===== src/rtl/seq_packet_serializer.sv =====
// Sequence-packet serializer: buffers one multi-lane packet and emits its valid lanes one per cycle,
// accumulating ll+ml per job and reporting the job length on end-of-job.
module seq_packet_serializer #(
    parameter int SEQ_PACKET_SIZE = 4,
    parameter int LL_BITS         = 17,
    parameter int ML_BITS         = 17,
    parameter int OFFSET_BITS     = 26,
    parameter int JOB_LEN_BITS    = 32
) (
    input  logic                                   clk,
    input  logic                                   rst_n,
    input  logic                                   i_seq_packet_valid,
    input  logic [SEQ_PACKET_SIZE-1:0]             i_seq_packet_strb,
    input  logic [SEQ_PACKET_SIZE*LL_BITS-1:0]     i_seq_packet_ll,
    input  logic [SEQ_PACKET_SIZE*ML_BITS-1:0]     i_seq_packet_ml,
    input  logic [SEQ_PACKET_SIZE*OFFSET_BITS-1:0] i_seq_packet_offset,
    input  logic [SEQ_PACKET_SIZE*ML_BITS-1:0]     i_seq_packet_overlap,
    input  logic [SEQ_PACKET_SIZE-1:0]             i_seq_packet_eoj,
    input  logic [SEQ_PACKET_SIZE-1:0]             i_seq_packet_delim,
    output logic                                   i_seq_packet_ready,
    output logic                                   o_seq_valid,
    output logic [LL_BITS-1:0]                     o_seq_ll,
    output logic [ML_BITS-1:0]                     o_seq_ml,
    output logic [OFFSET_BITS-1:0]                 o_seq_offset,
    output logic [ML_BITS-1:0]                     o_seq_overlap,
    output logic                                   o_seq_eoj,
    output logic                                   o_seq_delim,
    input  logic                                   o_seq_ready,
    output logic                                   o_job_len_valid,
    output logic [JOB_LEN_BITS-1:0]                o_job_len
);

    localparam int SPS   = SEQ_PACKET_SIZE;
    localparam int SEL_W = (SPS > 1) ? $clog2(SPS) : 1;

    typedef enum logic {
        ST_EMPTY,
        ST_DRAIN
    } state_e;

    state_e                  state_q, state_d;
    logic [SPS-1:0]          pend_q, pend_d;
    logic [LL_BITS-1:0]      ll_q      [SPS];
    logic [ML_BITS-1:0]      ml_q      [SPS];
    logic [OFFSET_BITS-1:0]  offset_q  [SPS];
    logic [ML_BITS-1:0]      overlap_q [SPS];
    logic [SPS-1:0]          eoj_q;
    logic [SPS-1:0]          delim_q;
    logic [JOB_LEN_BITS-1:0] acc_q, acc_d;
    logic [JOB_LEN_BITS-1:0] job_len_q, job_len_d;
    logic                    job_len_valid_q, job_len_valid_d;

    logic [SEL_W-1:0]        sel;
    logic [SPS-1:0]          sel_bit;
    logic                    seq_hs;
    logic                    pkt_hs;
    logic [JOB_LEN_BITS-1:0] seq_sum;

    // Lowest pending lane goes first so lanes leave in ascending order.
    always_comb begin
        logic found;
        sel   = '0;
        found = 1'b0;
        for (int unsigned i = 0; i < SPS; i++) begin
            if (pend_q[i] && !found) begin
                sel   = SEL_W'(i);
                found = 1'b1;
            end
        end
    end

    assign sel_bit = pend_q & (-pend_q);

    assign o_seq_valid   = (state_q == ST_DRAIN);
    assign o_seq_ll      = ll_q[sel];
    assign o_seq_ml      = ml_q[sel];
    assign o_seq_offset  = offset_q[sel];
    assign o_seq_overlap = overlap_q[sel];
    assign o_seq_eoj     = eoj_q[sel];
    assign o_seq_delim   = delim_q[sel];

    assign o_job_len_valid = job_len_valid_q;
    assign o_job_len       = job_len_q;

    // Taking the final pending lane frees the buffer in the same cycle, so a new packet
    // can land without a bubble.
    assign i_seq_packet_ready = (state_q == ST_EMPTY) ||
                                ($onehot(pend_q) && o_seq_valid && o_seq_ready);

    assign seq_hs = o_seq_valid && o_seq_ready;
    assign pkt_hs = i_seq_packet_valid && i_seq_packet_ready;

    always_comb begin
        pend_d          = pend_q;
        acc_d           = acc_q;
        job_len_d       = job_len_q;
        job_len_valid_d = 1'b0;
        seq_sum         = acc_q + JOB_LEN_BITS'(o_seq_ll) + JOB_LEN_BITS'(o_seq_ml);

        if (seq_hs) begin
            pend_d = pend_q & ~sel_bit;
            if (o_seq_eoj) begin
                job_len_valid_d = 1'b1;
                job_len_d       = seq_sum;
                acc_d           = '0;
            end else begin
                acc_d = seq_sum;
            end
        end

        if (pkt_hs) begin
            pend_d = i_seq_packet_strb;
        end

        state_d = (pend_d == '0) ? ST_EMPTY : ST_DRAIN;
    end

    always_ff @(posedge clk or negedge rst_n) begin
        if (!rst_n) begin
            state_q         <= ST_EMPTY;
            pend_q          <= '0;
            acc_q           <= '0;
            job_len_q       <= '0;
            job_len_valid_q <= 1'b0;
        end else begin
            state_q         <= state_d;
            pend_q          <= pend_d;
            acc_q           <= acc_d;
            job_len_q       <= job_len_d;
            job_len_valid_q <= job_len_valid_d;
        end
    end

    always_ff @(posedge clk or negedge rst_n) begin
        if (!rst_n) begin
            for (int unsigned i = 0; i < SPS; i++) begin
                ll_q[i]      <= '0;
                ml_q[i]      <= '0;
                offset_q[i]  <= '0;
                overlap_q[i] <= '0;
            end
            eoj_q   <= '0;
            delim_q <= '0;
        end else if (pkt_hs) begin
            for (int unsigned i = 0; i < SPS; i++) begin
                ll_q[i]      <= i_seq_packet_ll[i*LL_BITS +: LL_BITS];
                ml_q[i]      <= i_seq_packet_ml[i*ML_BITS +: ML_BITS];
                offset_q[i]  <= i_seq_packet_offset[i*OFFSET_BITS +: OFFSET_BITS];
                overlap_q[i] <= i_seq_packet_overlap[i*ML_BITS +: ML_BITS];
            end
            eoj_q   <= i_seq_packet_eoj;
            delim_q <= i_seq_packet_delim;
        end
    end

endmodule

===== config.mk =====
export PLATFORM = sky130hd
export DESIGN_NAME = seq_packet_serializer
export DESIGN_NICKNAME = d
export VERILOG_FILES = /design/src/rtl/seq_packet_serializer.sv
export SDC_FILE = /design/constraint.sdc
export NUM_CORES = 1
export LEC_CHECK = 0
export CAP_MARGIN = 20
export CORE_ASPECT_RATIO = 1.25
export CORE_UTILIZATION = 35
export DETAILED_ROUTE_END_ITERATION = 8
export GPL_TIMING_DRIVEN = 1
export PLACE_DENSITY = 0.6
export SYNTH_ARGS = -nofsm -noshare
export SYNTH_HDL_FRONTEND = slang
export SYNTH_SLANG_ARGS = --single-unit

===== constraint.sdc =====
create_clock -name clk -period 6.3 [get_ports clk]
set_input_delay 1.575 -clock clk [delete_from_list [all_inputs] [get_ports clk]]
set_output_delay 1.575 -clock clk [all_outputs]
set_load 0.05 [all_outputs]

==> reports/results.txt, run 1 <==
The flow ran to the end, and the final reports show no timing, DRC or antenna violations. For the number of nets with antenna violations after routing, the log shows 0. At the pin with the least slew margin, the transition time is 1.26 ns.

In this run the post-CTS setup repair buffer count came out at 0. The run gives 2743 as the post-synth net total. CTS saw 386 sinks.

The final layout contains 3101 nets. The quantity of hold-fixing buffers added after cts was 0; the number of rows in the core area was 95. The largest net degree at the start of global routing was 236; the number of top-level pins was 438.

The core region is 0.0537 mm^2. Max-cap violations in this run came to 0. The synthesized cell area is 0.0190 mm^2, and the mean area per synthesized cell is 7.99 um^2. Across all layers, the routed design uses 17700 vias. After technology mapping, the gate count stands at 2377. The logs give 27600 um for the post-route met1 wirelength and 59 for the number of distinct library cells after synthesis. After the first detailed-routing iteration, the DRC count stood at 1411. Using the TritonRoute via totals, the vias-per-cell ratio works out to 5.04. Along the worst path, the maximum fanout reaches 35. For this run, the total global-route usage over all layers was measured as 25.1%.

The dominant cell type by area after synthesis was dfrtp_1. The tools report the largest clock skew in the final design as 0.0249 ns. The run gives 18100 as the via count of the first global-routing pass. Once the clock tree was built, the resizer swapped 0 gates to a different size. Class of the tightest hold or removal check: flip-flop to flip-flop.

The post-CTS clock slew at the launch and capture registers of the worst setup and hold paths is 0.06 ns, and the initial core utilization is 35.3%. TritonCTS built the clock tree. In the final layout, the share of cells above drive strength 1 is 4.59%.

The congestion estimate from routability-driven global placement came to 0.910. In this run the horizontal extent of the chip is 210 um. For the final routed database, the setup TNS stands at 0 ns. After layout, the worst path uses 93.2% of the clock period. Setup violations remaining at the end of the flow were counted as 0. For the number of hold violations in the final report, the log shows 0. The first global-routing pass estimated 107000 um of wire. From synthesis to final layout, the design area changed by 34.4%.

The later pin in the worst-skew pair is clocked with a latency of 0.58 ns. The final number of max-transition violations was 0. CTS buffer count: 43. The library cell used most frequently in the layout, excluding fill and tap cells, is nand2_1.

The number of warning messages in the yosys log was 0. The DRC violation count after routing is 0, and the mean routed wirelength per cell is 19.8 um. The detailed-routed wire length on met3 is 4780 um. The worst path needs 5.87 ns of the cycle, external delays included. Timing analysis after detailed placement gives a worst setup slack of 0.696 ns. At the worst endpoint, the required time is 4.72 ns.

The worst setup path is launched from a flip-flop. Summed over its instances, the top area cell type makes up 50.9% of the synthesized netlist area. The pre-antenna-repair detailed-routing pass consisted of 7 iterations. The share of the Yosys chip area taken by registers is 50.9%. For the number of antenna violations at the first check in global routing, the log shows 19. The overall routed net length was 69400 um. The worst setup path is of the flip-flop to output port kind. Leaving out fill and tap cells, the most frequent cells in the layout are nand2_1, clkdlybuf4s50_1, dfrtp_1. The maximum clock rate is 170 MHz, and the die outline height is 262 um.

Detailed routing placed a total of 34300 um of wire on met2. The fraction of registers with async set/reset works out to 100%. Synthesis inferred 386 register bits. The final global-route overflow total is 0. The endpoint arrival time on the critical path is 4.30 ns. By area the synthesized netlist is led by dfrtp_1, nand2_1, a21oi_1, nor2_1, o21ai_0. The tools report the utilization after layout as 47.5%. Endpoint class of the critical path: an output port. Setup repair after global routing left no endpoint under its margin.

Leading register cell type out of synthesis: dfrtp_1. Headroom to the max-slew limit came out at 16.0%. Summed over all nets, the half-perimeter wirelength after detailed placement is 49200 um. In the post-route analysis, the smallest setup slack over all paths is 0.429 ns.

The root buffer cell chosen for the clock tree is clkbuf_16. The run gives 3 as the buffer depth of the longest clock path. Across all hold checks on the routed design, the worst slack comes to 0.474 ns. The number of H-tree levels is 2. The count of buffers added on input and output ports is 437. Uppermost layer routed: met5. The die covers 0.0552 mm^2. Counting flops with a built-in enable in the synthesized netlist gives 0.
registers in the layout, summed over array words and instances, names as in the netlist:
name             count
eoj_q                4
o_seq_valid          1
acc_q               32
pend_q               4
o_job_len_valid      1
offset_q           104
delim_q              4
ml_q                68
ll_q                68
o_job_len           32
overlap_q           68
metrics by stage:
stage               instance area (um^2)  cells
floorplan                          19000   2377
global placement                   24000   3417
detailed placement                 24000   3417
CTS                                25500   3495
global route                       25500   3502
finish                             25500   3504
final timing paths:
kind                              startpoint              end  slack (ns)  cells past startpoint
worst max-delay path               pend_q[0]  o_seq_offset[1]        0.43                     10
worst min-delay path            offset_q[99]     offset_q[99]        0.47                      2
worst max register to register     pend_q[0]        acc_q[23]        0.68                     20
worst min register to register  offset_q[99]     offset_q[99]        0.47                      2
max in group asynchronous              rst_n        acc_q[10]        3.91                      2
min in group asynchronous              rst_n    overlap_q[55]        1.04                      1
cell families after synthesis:
group,after synthesis,synth area share (%)
simple gates,1285,26.4
mux,2,0.105
compound gates,416,13.2
fa+ha+maj,42,3.52
flops,386,50.9
xor+xnor,23,1.06
buf+inv,223,4.84
layout make-up:
| cell class | count | area (um^2) |
|---|---|---|
| fillers | 5350 | 28200 |
| repair buffers | 465 | 4680 |
| well taps | 727 | 910 |
| inverters | 71 | 268 |
| diodes | 9 | 22.5 |
| multi-input cells | 1768 | 8450 |
| clock inverters | 18 | 264 |
| flip-flops and latches | 386 | 9660 |
| clock buffers | 60 | 1260 |
cell usage after synthesis, drive strengths merged, types with 6 or more instances:
cell type     n
a21o          6
a32oi        14
fa           19
o21ai       108
inv          71
nand2      1066
nand3        18
nor2        147
xnor2        14
ha           23
xor2          9
and2          7
o22ai        78
or4           8
clkbuf       96
o211ai        8
dfrtp       386
a211oi       15
buf          55
a211o        16
o31ai         7
a31oi        15
a21oi       133
or3           9
metal layers:
layer | global-route usage (%) | vias up
met5 | 0 | -
met4 | 9.84 | 18
met3 | 6.64 | 137
met2 | 42.7 | 551
met1 | 30.0 | 8525
li1 | - | 8437
worst max-delay path: stages (launching register included):
cell and delay (ns):
dfrtp_1 0.41, inv_1 0.19, ha_1 0.24, clkinv_2 0.30, a21oi_4 0.49, buf_4 0.49, o22ai_1 0.16, nor2_1 0.12
a21oi_1 0.05, o21ai_0 0.37, clkdlybuf4s50_1 0.89
Power of run 1 is left out: the tool's default activity adds up to more than one toggle a clock period on the data nets, which glitch-free logic cannot reach.
==> inputs of run 2 (changes only) <==
Settings changed: ABC_AREA set to 1.
==> run 2 against run 1 <==
Net effect:
- sequential share of layout area shrank 1.7 points
- global-route usage shrank 2.8 points
- setup slack gained 0.37 ns
- clock skew shrank 0.00099 ns
- wire length shrank 4.2%
- critical path depth is the same
- sequential cell count is the same
- cell area grew 4.7%
- die area grew 7.6%
- first-iteration DRC count shrank 32%
- hold slack gained 0.0023 ns
- maximum frequency grew 6.8%
- largest cell class unchanged
==> reports/results.txt, run 2 <==
In this run the worst path has a maximum fanout of 24. The tools report the first element of the critical path as pend_q[0]. Across all register-to-register paths, the minimum setup slack is 1.32 ns. The run gives 0 as the number of nets with antenna violations after routing. At the end of routability-driven placement, the weighted congestion stood at 0.909. By area the synthesized netlist is led by dfrtp_1, mux2_4, nand2_1, inv_1, buf_12. The mean routed wirelength per cell was 21.9 um. The register with the most flip-flops in the layout has 104 of them.

The worst register-to-register path ends at acc_q[16]. For the pin with the worst max-slew slack, the measured transition is 1.06 ns. The CTS buffer count was 44.

Summed over all failing endpoints, the final setup total negative slack is 0 ns. The global routing stage identified its most utilized layer as met2. For this design the top-level I/O count stands at 438. In this run, the number of DRC markers left after iteration 0 of detailed routing was 963. The worst setup path is captured at an output port. Counting stages on the worst path, the most repeated cell is inv_1. Via density per instance: 4.97. The beginning of the worst register-to-register path was pend_q[0].

For met1 alone, demand over resource in global routing was 26.8%. The worst-path cell with the longest stage delay was clkdlybuf4s50_1. For the worst setup path, the data required time is 4.72 ns. The relative slew slack is 29.1%. The flow ran to the end, and the final reports show no timing, DRC or antenna violations. The tools report the number of violations of the max-capacitance limit as 0. The total die area was 0.0594 mm^2; the fraction of registers with async set/reset was 100%. For this run, design rule violations remaining after detail routing come to 0.

Most common library cell in the layout ignoring fill and taps: dfrtp_1. For this run, global-route usage on met2 was measured as 38.1%. The first global-routing pass estimated 99600 um of wire. The signal on the critical path passes through inv_1 > ha_1 > nand2_2 > nand2_4 > clkinv_2 > buf_4 > nand2_1 > a32o_1 > inv_1 > clkdlybuf4s50_1. In the global route stage, overall resource usage came out at 22.3%. Yosys printed 0 warnings. The tools report the sequential fraction of the synthesis area as 47.2%. Setup repair after global routing left no endpoint under its margin. Number of synthesized flops with an enable pin: 0. For this run, the leading register cell type out of synthesis is dfrtp_1. The cell sitting at the root of the clock tree is a clkbuf_16. The via count of the first global-routing pass is 16000, and the final net count is 2618. The initialized floorplan defines 98 standard-cell rows. The core region is 0.0575 mm^2. The clock sink count was 386; the final global-route overflow total was 0. The largest net degree at the start of global routing came out at 142. When the netlist entered floorplanning its net count stood at 2208. The run gives 46.4% as the utilization after layout.

The run gives 0 as the final number of max-transition violations. After clock tree synthesis, the flow added hold-fix buffers numbering 0. The synthesis-to-finish area growth was 30.6%.

In the finished design, the share of the clock period the worst path needs comes to 87.3%. At the worst endpoint, the arrival time is 3.92 ns. Derived from the worst setup path, the maximum achievable clock frequency is 182 MHz.

By count the netlist is led by dfrtp_1, nand2_1, mux2_4. Overall routed net length: 66500 um. The final count of negative-setup-slack endpoints came out at 0. The number of antenna violations at the first check in global routing was 22; the mean area per synthesized cell was 11.1 um^2. For the placed wire-length estimate after detailed placement, the log shows 49100 um. TritonCTS built the clock tree.

The initial core utilization was 35.6%. The tightest min-delay check is of the flip-flop to flip-flop type. The number of setup buffers added after CTS is 0. The synthesized design spends more area on one cell type than any other, namely dfrtp_1.

The synthesis-stage register bit count is 386. Of the cells placed in the final design, the portion with a size suffix greater than 1 is 20.6%. For the worst flop-to-flop path, the logic depth is 22. Input and output buffers added on the ports amount to 437. The total iterations of the first detailed-routing run was 5; the met3 track demand over resource in global routing was 6.60%. The number of gates resized after cts is 0. The floorplan step set the die width to 218 um. For the synthesized cell area, the log shows 0.0204 mm^2. The die outline height was 272 um.

For the worst-skew pair, the clock arrives at the later sink with an insertion delay of 0.58 ns. The end point of the critical path was o_seq_ml[0]. On the worst path, the slowest cell contributes a delay of 0.75 ns.

The worst setup path is launched from a flip-flop. Leaving out fill and tap cells, the most frequent cells in the layout are dfrtp_1, clkdlybuf4s50_1, nand2_1. The clock passes through at most 3 buffers.

The clock arrives with 0.0239 ns of skew. After clock tree synthesis, the clock-pin slew on the worst setup and hold paths is 0.06 ns. The leading cell type by number of instances after synthesis was dfrtp_1. The number of hold violations in the final report was 0; the total number of vias was 15100. The H-tree generated during clock tree synthesis spans 2 levels.

The class of the most critical setup path was flip-flop to output port. Subtracting the final worst setup slack from the clock period gives 5.50 ns. The synthesized netlist contains 37 unique library cells.

More flip-flops sit in one register than any other, and that register is offset_q. After technology mapping, the gate count stands at 1842. In this run the biggest area consumer among cell types represents 47.2% of the synthesized area.
run 2: worst min path at each step:
stage | cells past startpoint | end | start | slack [ns]
floorplan | 2 | acc_q[17] | acc_q[17] | 0.46
global placement | 2 | o_job_len[21] | o_job_len[21] | 0.46
detailed placement | 2 | o_job_len[27] | o_job_len[27] | 0.47
CTS | 2 | o_job_len[27] | o_job_len[27] | 0.48
global route | 2 | o_job_len[27] | o_job_len[27] | 0.50
finish | 2 | o_job_len[27] | o_job_len[27] | 0.48
run 2: critical path, delay by kind of cell (launching register included):
kind,cells,cell delay [ns]
AO/OA/AOI/OAI,1,0.28
adder cells (fa/ha/maj),1,0.23
buffers and inverters,5,1.83
flip-flops,1,0.40
AND/OR/NAND/NOR,3,0.56
run 2: cells by family (layout without fill, tap and decap cells):
group	Yosys count	after routing	share of synthesized area (%)
AND/OR/NAND/NOR	600	600	12.4
flip-flops	386	386	47.2
multiplexers	300	300	21.9
buffers and inverters	276	718	7.93
AO/OA/AOI/OAI	227	227	6.80
adder cells (fa/ha/maj)	42	42	3.27
XOR/XNOR	11	11	0.471
other	0	8	0
run 2: cell type report:
| cell class | instances | area [um^2] |
|---|---|---|
| clock buffer | 63 | 1310 |
| multi-input combinational | 1180 | 9180 |
| timing repair buffer | 461 | 4650 |
| tap | 750 | 938 |
| clock inverter | 15 | 267 |
| sequential | 386 | 9660 |
| fill | 5323 | 30800 |
| antenna | 8 | 20.0 |
| inverter | 179 | 677 |
run 2: through the flow:
stage          instances  hold WS, ns  setup WS [ns]  area (um^2)
2_1_floorplan       1842        0.456           1.35        20400
3_3_place_gp        2956        0.463           1.25        25100
3_5_place_dp        2956        0.467           1.21        25100
4_1_cts             3034        0.484          0.638        26700
5_1_grt             3041        0.500          0.569        26700
6_report            3042        0.476          0.801        26700
run 2: metal layers:
layer / part of all wire (%) / up-vias
li1: - / 7012
met1: 40 / 7511
met2: 50 / 463
met3: 7.2 / 113
met4: 2.5 / 22
met5: 0.22 / -
Power of run 2 is left out for the same reason.
